===== src/rtl/injector_pulse_scheduler.sv =====
// Injector pulse scheduler: crank-angle triggered, tick-timed enables.
// Feeds the injector driver's 4-bit enable vector.
//
// Ports:
//   i_clock, i_reset      clock, async active-high reset
//   i_tick                1-cycle timebase strobe, counts pulse width
//   i_crankAngle          crank angle in 0.5 deg units (0..1439)
//   i_angleValid          angle trustworthy; gates new starts only
//   i_fuelCut             level; kills running pulses, blocks starts
//   i_cfgWrite            loads shadow start/width of i_cfgChannel
//   i_cfgChannel          config target channel
//   i_cfgStartAngle       start angle to store (>1439 never matches)
//   i_cfgPulseWidth       width in ticks, clamped to MAX_PW
//   i_errClear            clears o_overlapErr (a new overlap wins)
//   o_enable              per-channel injector enable
//   o_overlapErr          sticky: start event hit an active channel
module injector_pulse_scheduler #(
  parameter int CHANNELS  = 4,
  parameter int ANGLE_W   = 11,
  parameter int PW_W      = 16,
  parameter int MAX_PW    = 20000,
  parameter int ANGLE_MAX = 1439
) (
  input  logic                i_clock,
  input  logic                i_reset,
  input  logic                i_tick,
  input  logic [ANGLE_W-1:0]  i_crankAngle,
  input  logic                i_angleValid,
  input  logic                i_fuelCut,
  input  logic                i_cfgWrite,
  input  logic [1:0]          i_cfgChannel,
  input  logic [ANGLE_W-1:0]  i_cfgStartAngle,
  input  logic [PW_W-1:0]     i_cfgPulseWidth,
  input  logic                i_errClear,
  output logic [CHANNELS-1:0] o_enable,
  output logic [CHANNELS-1:0] o_overlapErr
);

  typedef enum logic {
    IDLE   = 1'b0,
    ACTIVE = 1'b1
  } ch_state_t;

  localparam logic [PW_W-1:0]    PW_CLAMP  = PW_W'(MAX_PW);
  localparam logic [ANGLE_W-1:0] ANGLE_TOP = ANGLE_W'(ANGLE_MAX);

  ch_state_t             state_q [CHANNELS];
  ch_state_t             state_d [CHANNELS];
  logic [PW_W-1:0]       cnt_q   [CHANNELS];
  logic [PW_W-1:0]       cnt_d   [CHANNELS];
  logic [ANGLE_W-1:0]    start_q [CHANNELS];
  logic [PW_W-1:0]       width_q [CHANNELS];
  logic [ANGLE_W-1:0]    prev_angle;
  logic [PW_W-1:0]       width_clamped;
  logic [CHANNELS-1:0]   start_evt;
  logic [CHANNELS-1:0]   overlap;
  logic [CHANNELS-1:0]   err_q;
  logic [CHANNELS-1:0]   err_d;

  assign width_clamped = (i_cfgPulseWidth > PW_CLAMP)
                         ? PW_CLAMP : i_cfgPulseWidth;

  // Shadow config. A start in the write cycle still sees the old
  // values because this register only updates on the edge.
  always_ff @(posedge i_clock or posedge i_reset) begin
    if (i_reset) begin
      for (int c = 0; c < CHANNELS; c++) begin
        start_q[c] <= '0;
        width_q[c] <= '0;
      end
    end else if (i_cfgWrite) begin
      start_q[i_cfgChannel] <= i_cfgStartAngle;
      width_q[i_cfgChannel] <= width_clamped;
    end
  end

  // Previous angle tracks even while the angle is invalid, so a
  // dwell on the start angle cannot look like a fresh edge later.
  always_ff @(posedge i_clock or posedge i_reset) begin
    if (i_reset) begin
      prev_angle <= '0;
    end else begin
      prev_angle <= i_crankAngle;
    end
  end

  // Match edge: angle equals start now but did not last cycle.
  always_comb begin
    start_evt = '0;
    for (int c = 0; c < CHANNELS; c++) begin
      start_evt[c] = i_angleValid
                   && !i_fuelCut
                   && (start_q[c] <= ANGLE_TOP)
                   && (i_crankAngle == start_q[c])
                   && (prev_angle != start_q[c])
                   && (width_q[c] != '0);
    end
  end

  always_ff @(posedge i_clock or posedge i_reset) begin
    if (i_reset) begin
      for (int c = 0; c < CHANNELS; c++) begin
        state_q[c] <= IDLE;
        cnt_q[c]   <= '0;
      end
    end else begin
      for (int c = 0; c < CHANNELS; c++) begin
        state_q[c] <= state_d[c];
        cnt_q[c]   <= cnt_d[c];
      end
    end
  end

  always_comb begin
    overlap = '0;
    for (int c = 0; c < CHANNELS; c++) begin
      state_d[c] = state_q[c];
      cnt_d[c]   = cnt_q[c];
      unique case (state_q[c])
        IDLE: begin
          if (start_evt[c]) begin
            state_d[c] = ACTIVE;
            cnt_d[c]   = width_q[c];
          end
        end
        ACTIVE: begin
          overlap[c] = start_evt[c];
          if (i_fuelCut) begin
            state_d[c] = IDLE;
            cnt_d[c]   = '0;
          end else if (i_tick) begin
            // <=1 also recovers from a stray zero count.
            if (cnt_q[c] <= PW_W'(1)) begin
              state_d[c] = IDLE;
              cnt_d[c]   = '0;
            end else begin
              cnt_d[c] = cnt_q[c] - PW_W'(1);
            end
          end
        end
        default: begin
          state_d[c] = IDLE;
          cnt_d[c]   = '0;
        end
      endcase
    end
  end

  // A new overlap in the clear cycle keeps the flag set.
  assign err_d = overlap | (i_errClear ? '0 : err_q);

  always_ff @(posedge i_clock or posedge i_reset) begin
    if (i_reset) begin
      err_q <= '0;
    end else begin
      err_q <= err_d;
    end
  end

  always_comb begin
    o_enable = '0;
    for (int c = 0; c < CHANNELS; c++) begin
      o_enable[c] = (state_q[c] == ACTIVE);
    end
  end

  assign o_overlapErr = err_q;

endmodule


===== config.mk =====
export PLATFORM = sky130hd
export DESIGN_NAME = injector_pulse_scheduler
export DESIGN_NICKNAME = d
export VERILOG_FILES = /design/src/rtl/injector_pulse_scheduler.sv
export SDC_FILE = /design/constraint.sdc
export NUM_CORES = 1
export LEC_CHECK = 0
export ABC_AREA = 1
export BUFFER_PORTS_ARGS = -buffer_cell sky130_fd_sc_hd__buf_4
export CORE_MARGIN = 1
export CORE_UTILIZATION = 55
export DETAILED_ROUTE_END_ITERATION = 12
export GPL_ROUTABILITY_DRIVEN = 0
export PLACE_DENSITY = 0.84
export SYNTH_ARGS = -nofsm -noshare
export SYNTH_HDL_FRONTEND = slang
export SYNTH_SLANG_ARGS = --single-unit
export TNS_END_PERCENT = 20

===== constraint.sdc =====
create_clock -name i_clock -period 4.9 [get_ports i_clock]
set_clock_uncertainty 0.1 [all_clocks]
set_input_delay 0 -clock i_clock [delete_from_list [all_inputs] [get_ports i_clock]]
set_output_delay 0 -clock i_clock [all_outputs]
set_load 0.01 [all_outputs]

==> flow_metrics.tcl, run 1 <==
set metrics [dict create \
    critPathKind "in -> reg" \
    viasPerCell 5.50 \
    synth.largest_area_cell "dfrtp_1" \
    worstSetupStartpointType "input port" \
    peakVddDrop_mv 0.241 \
    fillCellCount 1672 \
    routed-via-count 10888 \
    status "completed" \
    yosysSeqAreaShare 0.425 \
    post-route-period-util 0.470 \
    post-dp-hpwl_mm 21.2 \
    fmax_mhz 434 \
    min_period_ns 2.30 \
    worst-slew-pin-transition_ns 1.09 \
    ys_ff_latch 191 \
    die_w_um 145 \
    grt_pass1_wl_mm 50.6 \
    final.setup.tns_ns 0 \
    hold_path_class "in -> reg" \
    syn_nets 1679 \
    core_um2 19800 \
    clock_sinks 191 \
    final_util 0.652 \
    syn-instance-count 1624 \
    syn_area_per_cell_um2 6.93 \
    area_growth_syn_to_layout_pct 14.6 \
    htreeDepth 4 \
    final_nets 1755 \
    async_reset_ff_frac 1.00 \
    crit_path_end_kind "flip-flop" \
    antenna_found_initial 0 \
    hold_depth 5 \
    clk_latency_ns 0.44 \
    wl_per_cell_um 15.6 \
    clkTransAtPathRegs_ns 0.07 \
    netlist_area_um2 11200 \
    rr_startpoint "prev_angle[10]" \
    finalHoldViolCount 0 \
    io_pins 55 \
    synth_commonest_cells "666 x nand2_1, 191 x dfrtp_1, 169 x nor2_1, 154 x nand3_1, 122 x inv_1" \
    r2r_cells 8 \
    antennaDiodeCount 0 \
    synth_top_area_share 0.425 \
    power.total_mw 4.17 \
    rsz0062_at_grt "false" \
    grtUsageTotal 0.301 \
    synth_edf_count 0 \
    drive_above_1_share 0.0759 \
    slew_violations 0 \
    setup_violations 0 \
    drt_wl_total_mm 30.9 \
    cp.required_ns 5.16 \
    overflow 0 \
    ys_warn_count 0 \
    rrSetupSlack_ns 2.80 \
    whs_endpoint "width_q[61]" \
    r2r-end "cnt_q[0]" \
    drc_errors 0 \
    grt_max_degree 192 \
    port_buffers 54 \
    crit_arrival_ns 2.56 \
    cts-root-buf "clkbuf_16" \
    cts_tree "built" \
    path_max_fanout 14 \
    drt_iter0_markers 906 \
    cts_resized 0 \
    grt.met2_usage 0.513 \
    maxCapViolations 0 \
    cts_buffers 17 \
    slew_headroom 0.274 \
    synth.distinct_cells 31 \
    cts_buffer_depth 2 \
    worstHoldStart "i_cfgPulseWidth[13]" \
    fp-row-count 51 \
    ys.flop_type "dfrtp_1" \
    firstDrtPassIters 6 \
    start_util 0.569 \
    grt_busiest_layer "met2" \
    die-area_um2 21000 \
    p_leak_nw 6.86 \
    synth.most_common_cell "nand2_1" \
    met3_usage 0.0487 \
    p_per_area_nw_per_um2 323 \
    grt_pass1_vias 10213 \
    gr-usage-met1 0.392 \
    synth.area.top_cells "dfrtp_1 42%, nand2_1 22%, nand3_1 6.9%, nor2_1 5.6%, o21ai_0 4.7%" \
    die_height_um 145 \
    ant_nets 0 \
]
kinds of logic after synthesis:
group / count (synthesis) / synth area share
simple gates: 1041 / 0.384
flops: 191 / 0.425
buf+inv: 190 / 0.0695
compound gates: 119 / 0.0541
xor+xnor: 75 / 0.0584
fa+ha+maj: 8 / 0.00890
per-stage QoR:
stage,setup slack [ns],hold WS (ns),std cells,area [µm²]
4_1_cts,2.67,0.0149,1978,12900
2_1_floorplan,2.34,-0.0686,1624,11300
6_report,2.60,0.0355,1978,12900
5_1_grt,2.48,0.0600,1978,12900
3_3_place_gp,2.94,0.0622,1899,11800
3_5_place_dp,2.83,0.0643,1899,11800
critical path, cell delays in order:
cell and delay [ns]:
dlygate4sd3_1 0.52, buf_4 0.14, inv_2 0.07, nor3_4 0.50
nand2_1 0.10, dlygate4sd3_1 0.58, o21ai_0 0.06, dlygate4sd3_1 0.59
layout by cell type (no fill, tap or decap), drive strengths merged:
cell	netlist	layout
nand2	671	671
dfrtp	191	191
nor2	174	174
nand3	158	158
inv	139	140
o21ai	107	107
buf	15	60
xnor2	52	52
dlygate4sd3	0	47
xor2	23	23
clkbuf	35	20
nor3	17	17
nand4	13	13
ha	8	8
clkinv	1	8
a21oi	7	7
or2	5	5
o211ai	4	4
bufinv	0	3
nand3b	2	2
clkinvlp	0	1
o21bai	1	1
and2	1	1
power breakdown:
group	leakage [nW]	switching [mW]	internal, mW
sequential	2.50	0.165	1.72
clock	0.299	0.615	0.821
combinational	4.06	0.509	0.334
state kept, by name, summed over array words and instances (netlist names):
name	count
o_enable	4
start_q	44
width_q	64
prev_angle	11
cnt_q	64
o_overlapErr	4
metal layers:
metal | vias to the layer above | share of wire
met5 | - | 0
met2 | 477 | 0.49
met3 | 69 | 0.075
li1 | 5200 | -
met1 | 5142 | 0.41
met4 | 0 | 0.026
how the worst max path moves through the flow:
stage | from | end | slack (ns) | depth (start not counted)
detailed placement | i_cfgPulseWidth[13] | width_q[10] | 2.83 | 11
finish | i_cfgChannel[1] | start_q[14] | 2.60 | 8
floorplan | i_reset | cnt_q[0] | 2.34 | 1
global placement | prev_angle[2] | cnt_q[36] | 2.94 | 8
CTS | i_cfgChannel[1] | start_q[14] | 2.67 | 8
global route | i_cfgChannel[1] | start_q[14] | 2.48 | 8
area by class of cell:
| class | count | area [µm²] | area share |
|---|---|---|---|
| Timing Repair Buffer | 107 | 933 | 0.0724 |
| Tap cell | 265 | 332 | 0.0257 |
| Sequential cell | 191 | 4780 | 0.371 |
| Clock inverter | 12 | 158 | 0.0122 |
| Inverter | 140 | 529 | 0.0411 |
| Multi-Input combinational cell | 1243 | 5710 | 0.443 |
| Clock buffer | 20 | 447 | 0.0347 |
what timing repair did:
item,CTS,global route
hold buffers,47,0
hold endpoints to repair,314,0
buffers inserted,0,0
Power figures use the tool's default switching activity.
==> run 2, diff against run 1 <==
ABC_AREA = 0   (was 1)
clock period = 2.1 ns   (was 4.9 ns; I/O delays follow)
==> flow_metrics.tcl, run 2 <==
set metrics [dict create \
    status "finished with violations" \
    violations "negative setup slack" \
    synth.most_common_cell "dfrtp_1" \
    ant_nets 0 \
    drt_iter0_markers 1212 \
    area_growth_syn_to_layout_pct 34.6 \
    fin_ws_ns -0.153 \
    antennaDiodeCount 0 \
    clock_sinks 191 \
    synth_top_area_share 0.476 \
    synth.distinct_cells 74 \
    io_pins 55 \
    die-area_um2 18800 \
    core_um2 18000 \
    start_util 0.559 \
    cts_tree "built" \
    syn-instance-count 1039 \
    wl_per_cell_um 22.6 \
    synth_edf_count 0 \
    cts-root-buf "clkbuf_16" \
    cts_buffer_depth 2 \
    multi_input_area_um2 5500 \
    final_cell_mix "194 x buf_4, 187 x dfrtp_1, 104 x nand2_1" \
    fmax_mhz 444 \
    grt_max_degree 66 \
    synth_mux_area_frac 0.0574 \
    yosysSeqAreaShare 0.476 \
    rr_startpoint "start_q[38]" \
    synth_top_family_by_area "simple AND/OR/NAND/NOR gates" \
    finalHoldViolCount 0 \
    grt_pass1_wl_mm 49.7 \
    synth-compound-area-share 0.176 \
    drive_above_1_share 0.308 \
    p_int_mw 6.82 \
    yosys.area_share.simple 0.180 \
    final_cell_area_um2 13500 \
    maxCapViolations 0 \
    final_nets 1333 \
    critPathKind "reg -> reg" \
    layout_commonest_cell "buf_4" \
    rrSetupSlack_ns -0.15 \
    rsz0062_at_grt "true" \
    routed-via-count 10093 \
    hold_path_class "in -> async" \
    async_reset_ff_frac 1.00 \
    htreeDepth 4 \
    synth.area.top_cells "dfrtp_1 48%, o21ai_0 6.4%, xor2_1 5.4%, mux2_2 5.0%, nand2_1 4.0%" \
    viasPerCell 6.64 \
    firstDrtPassIters 7 \
    synth_commonest_cells "191 x dfrtp_1, 129 x o21ai_0, 106 x nand2_1, 62 x xor2_1, 58 x nor2_1" \
    ys_ff_latch 191 \
    worstSetupStartpointType "flip-flop" \
    die_height_um 137 \
    grtUsageTotal 0.354 \
    fp-row-count 49 \
    port_buffers 54 \
    synthAdderAreaFrac 0.00996 \
    crit_arrival_ns 2.48 \
    clk_latency_ns 0.46 \
    peakVddDrop_mv 0.630 \
    switching_share 0.302 \
    crit_path_end_kind "flip-flop" \
    worst-slew-pin-transition_ns 0.862 \
    syn_area_per_cell_um2 9.67 \
    p_comb_frac 0.211 \
    p_per_area_nw_per_um2 722 \
    pwr-share-clk 0.338 \
    overflow 0 \
    drc_errors 0 \
    pwr-share-seq 0.451 \
    p_sw_mw 2.95 \
    fillCellCount 1080 \
    drt_wl_total_mm 34.3 \
    r2r_cells 9 \
    min_period_ns 2.25 \
    ys_warn_count 0 \
    post-route-period-util 1.07 \
    syn_nets 1094 \
    slew_headroom 0.426 \
    final_util 0.753 \
    netlist_area_um2 10000 \
    die_w_um 137 \
    seqCellArea_um2 4780 \
    setup_violations 45 \
    top_regs "cnt_q: 64 flops, width_q: 64 flops, start_q: 44 flops" \
    synth.largest_area_cell "dfrtp_1" \
    antenna_found_initial 1 \
    synth_xor_xnor_area_share 0.0732 \
    clkTransAtPathRegs_ns 0.08 \
    cp.required_ns 2.33 \
    slew_violations 0 \
    cts_buffers 17 \
    ys.flop_type "dfrtp_1" \
    r2r-end "cnt_q[51]" \
    post-dp-hpwl_mm 21.4 \
    placed_cell_area_um2 11700 \
    path_max_fanout 5 \
    p_leak_nw 5.86 \
    grt_pass1_vias 9406 \
    startpoint "start_q[38]" \
    cp-endpoint "cnt_q[51]" \
]
[run 2: changes by cell type in the layout (fill, tap and decap cells not counted), sizes merged, moves of 53 or more]
cell / delta
nand3: -135
buf: +151
nor2: -116
nor4: +53
nand2: -564
inv: -119
[run 2: routing by layer]
| layer | part of all wire | vias to the layer above | routed length, µm | GRT usage |
|---|---|---|---|---|
| li1 | - | 4286 | - | - |
| met1 | 0.36 | 4876 | 12500 | 0.436 |
| met2 | 0.49 | 715 | 16700 | 0.581 |
| met3 | 0.090 | 214 | 3100 | 0.0765 |
| met4 | 0.059 | 2 | 2020 | 0.189 |
| met5 | 0.00041 | - | 14 | 0 |
[run 2: final cells by class]
class / instances / area share
Inverter: 23 / 0.00666
Sequential cell: 191 / 0.354
Tap cell: 229 / 0.0212
Timing Repair Buffer: 264 / 0.168
Clock inverter: 13 / 0.0103
Clock buffer: 19 / 0.0335
Multi-Input combinational cell: 781 / 0.407
[run 2: critical path, stage by stage, from the launching register on]
cell,delay [ns]
dfrtp_1,0.39
buf_6,0.14
xor2_4,0.18
nor4_4,0.30
nand3_2,0.14
nor4_4,0.31
buf_6,0.18
buf_6,0.11
o22ai_2,0.06
a22o_1,0.22
[run 2: how the worst min path moves through the flow]
stage / from / to / cells past startpoint
6_report: i_reset / prev_angle[9] / 3
5_1_grt: i_reset / prev_angle[9] / 3
4_1_cts: i_reset / start_q[16] / 3
3_5_place_dp: i_reset / start_q[14] / 2
3_3_place_gp: i_reset / start_q[23] / 2
2_1_floorplan: i_crankAngle[0] / prev_angle[0] / 0
[run 2: timing repair]
| item | in CTS | in global routing |
|---|---|---|
| pin swaps | 20 | 47 |
| hold buffers | 50 | 0 |
| cloned | 2 | 5 |
| hold endpoints to repair | 255 | 0 |
| setup buffers | 4 | 14 |
| resized for setup | 29 | 134 |
| setup endpoints to repair | 55 | 88 |
[run 2: power by group through the flow]
| stage | Clock [mW] | Combinational (mW) | Sequential, mW |
|---|---|---|---|
| after floorplan | 0 | 0.958 | 4.35 |
| after global placement | 0 | 1.63 | 4.39 |
| after detailed placement | 0 | 1.71 | 4.41 |
| after CTS | 3.31 | 1.83 | 4.35 |
| after global routing | 3.45 | 2.20 | 4.42 |
| final | 3.30 | 2.06 | 4.40 |
[run 2: cells by family after synthesis]
kind of cell | count (synthesis)
simple gates | 351
compound gates | 285
flops | 191
xor+xnor | 84
buf+inv | 68
mux | 52
fa+ha+maj | 8
[run 2: per-stage QoR]
step	TNS, ns	hold slack, ns	cells	worst slack (ns)	power, mW
after detailed placement	-3.56	-0.0321	1415	-0.210	6.12
after CTS	-0.114	0.0404	1502	-0.0310	9.49
after global placement	-0.641	-0.0353	1415	-0.0827	6.02
after global routing	-5.62	0.0591	1520	-0.242	10.1
after floorplan	-88.34	-0.0686	1039	-0.462	5.31
final	-1.90	0.0351	1520	-0.153	9.77
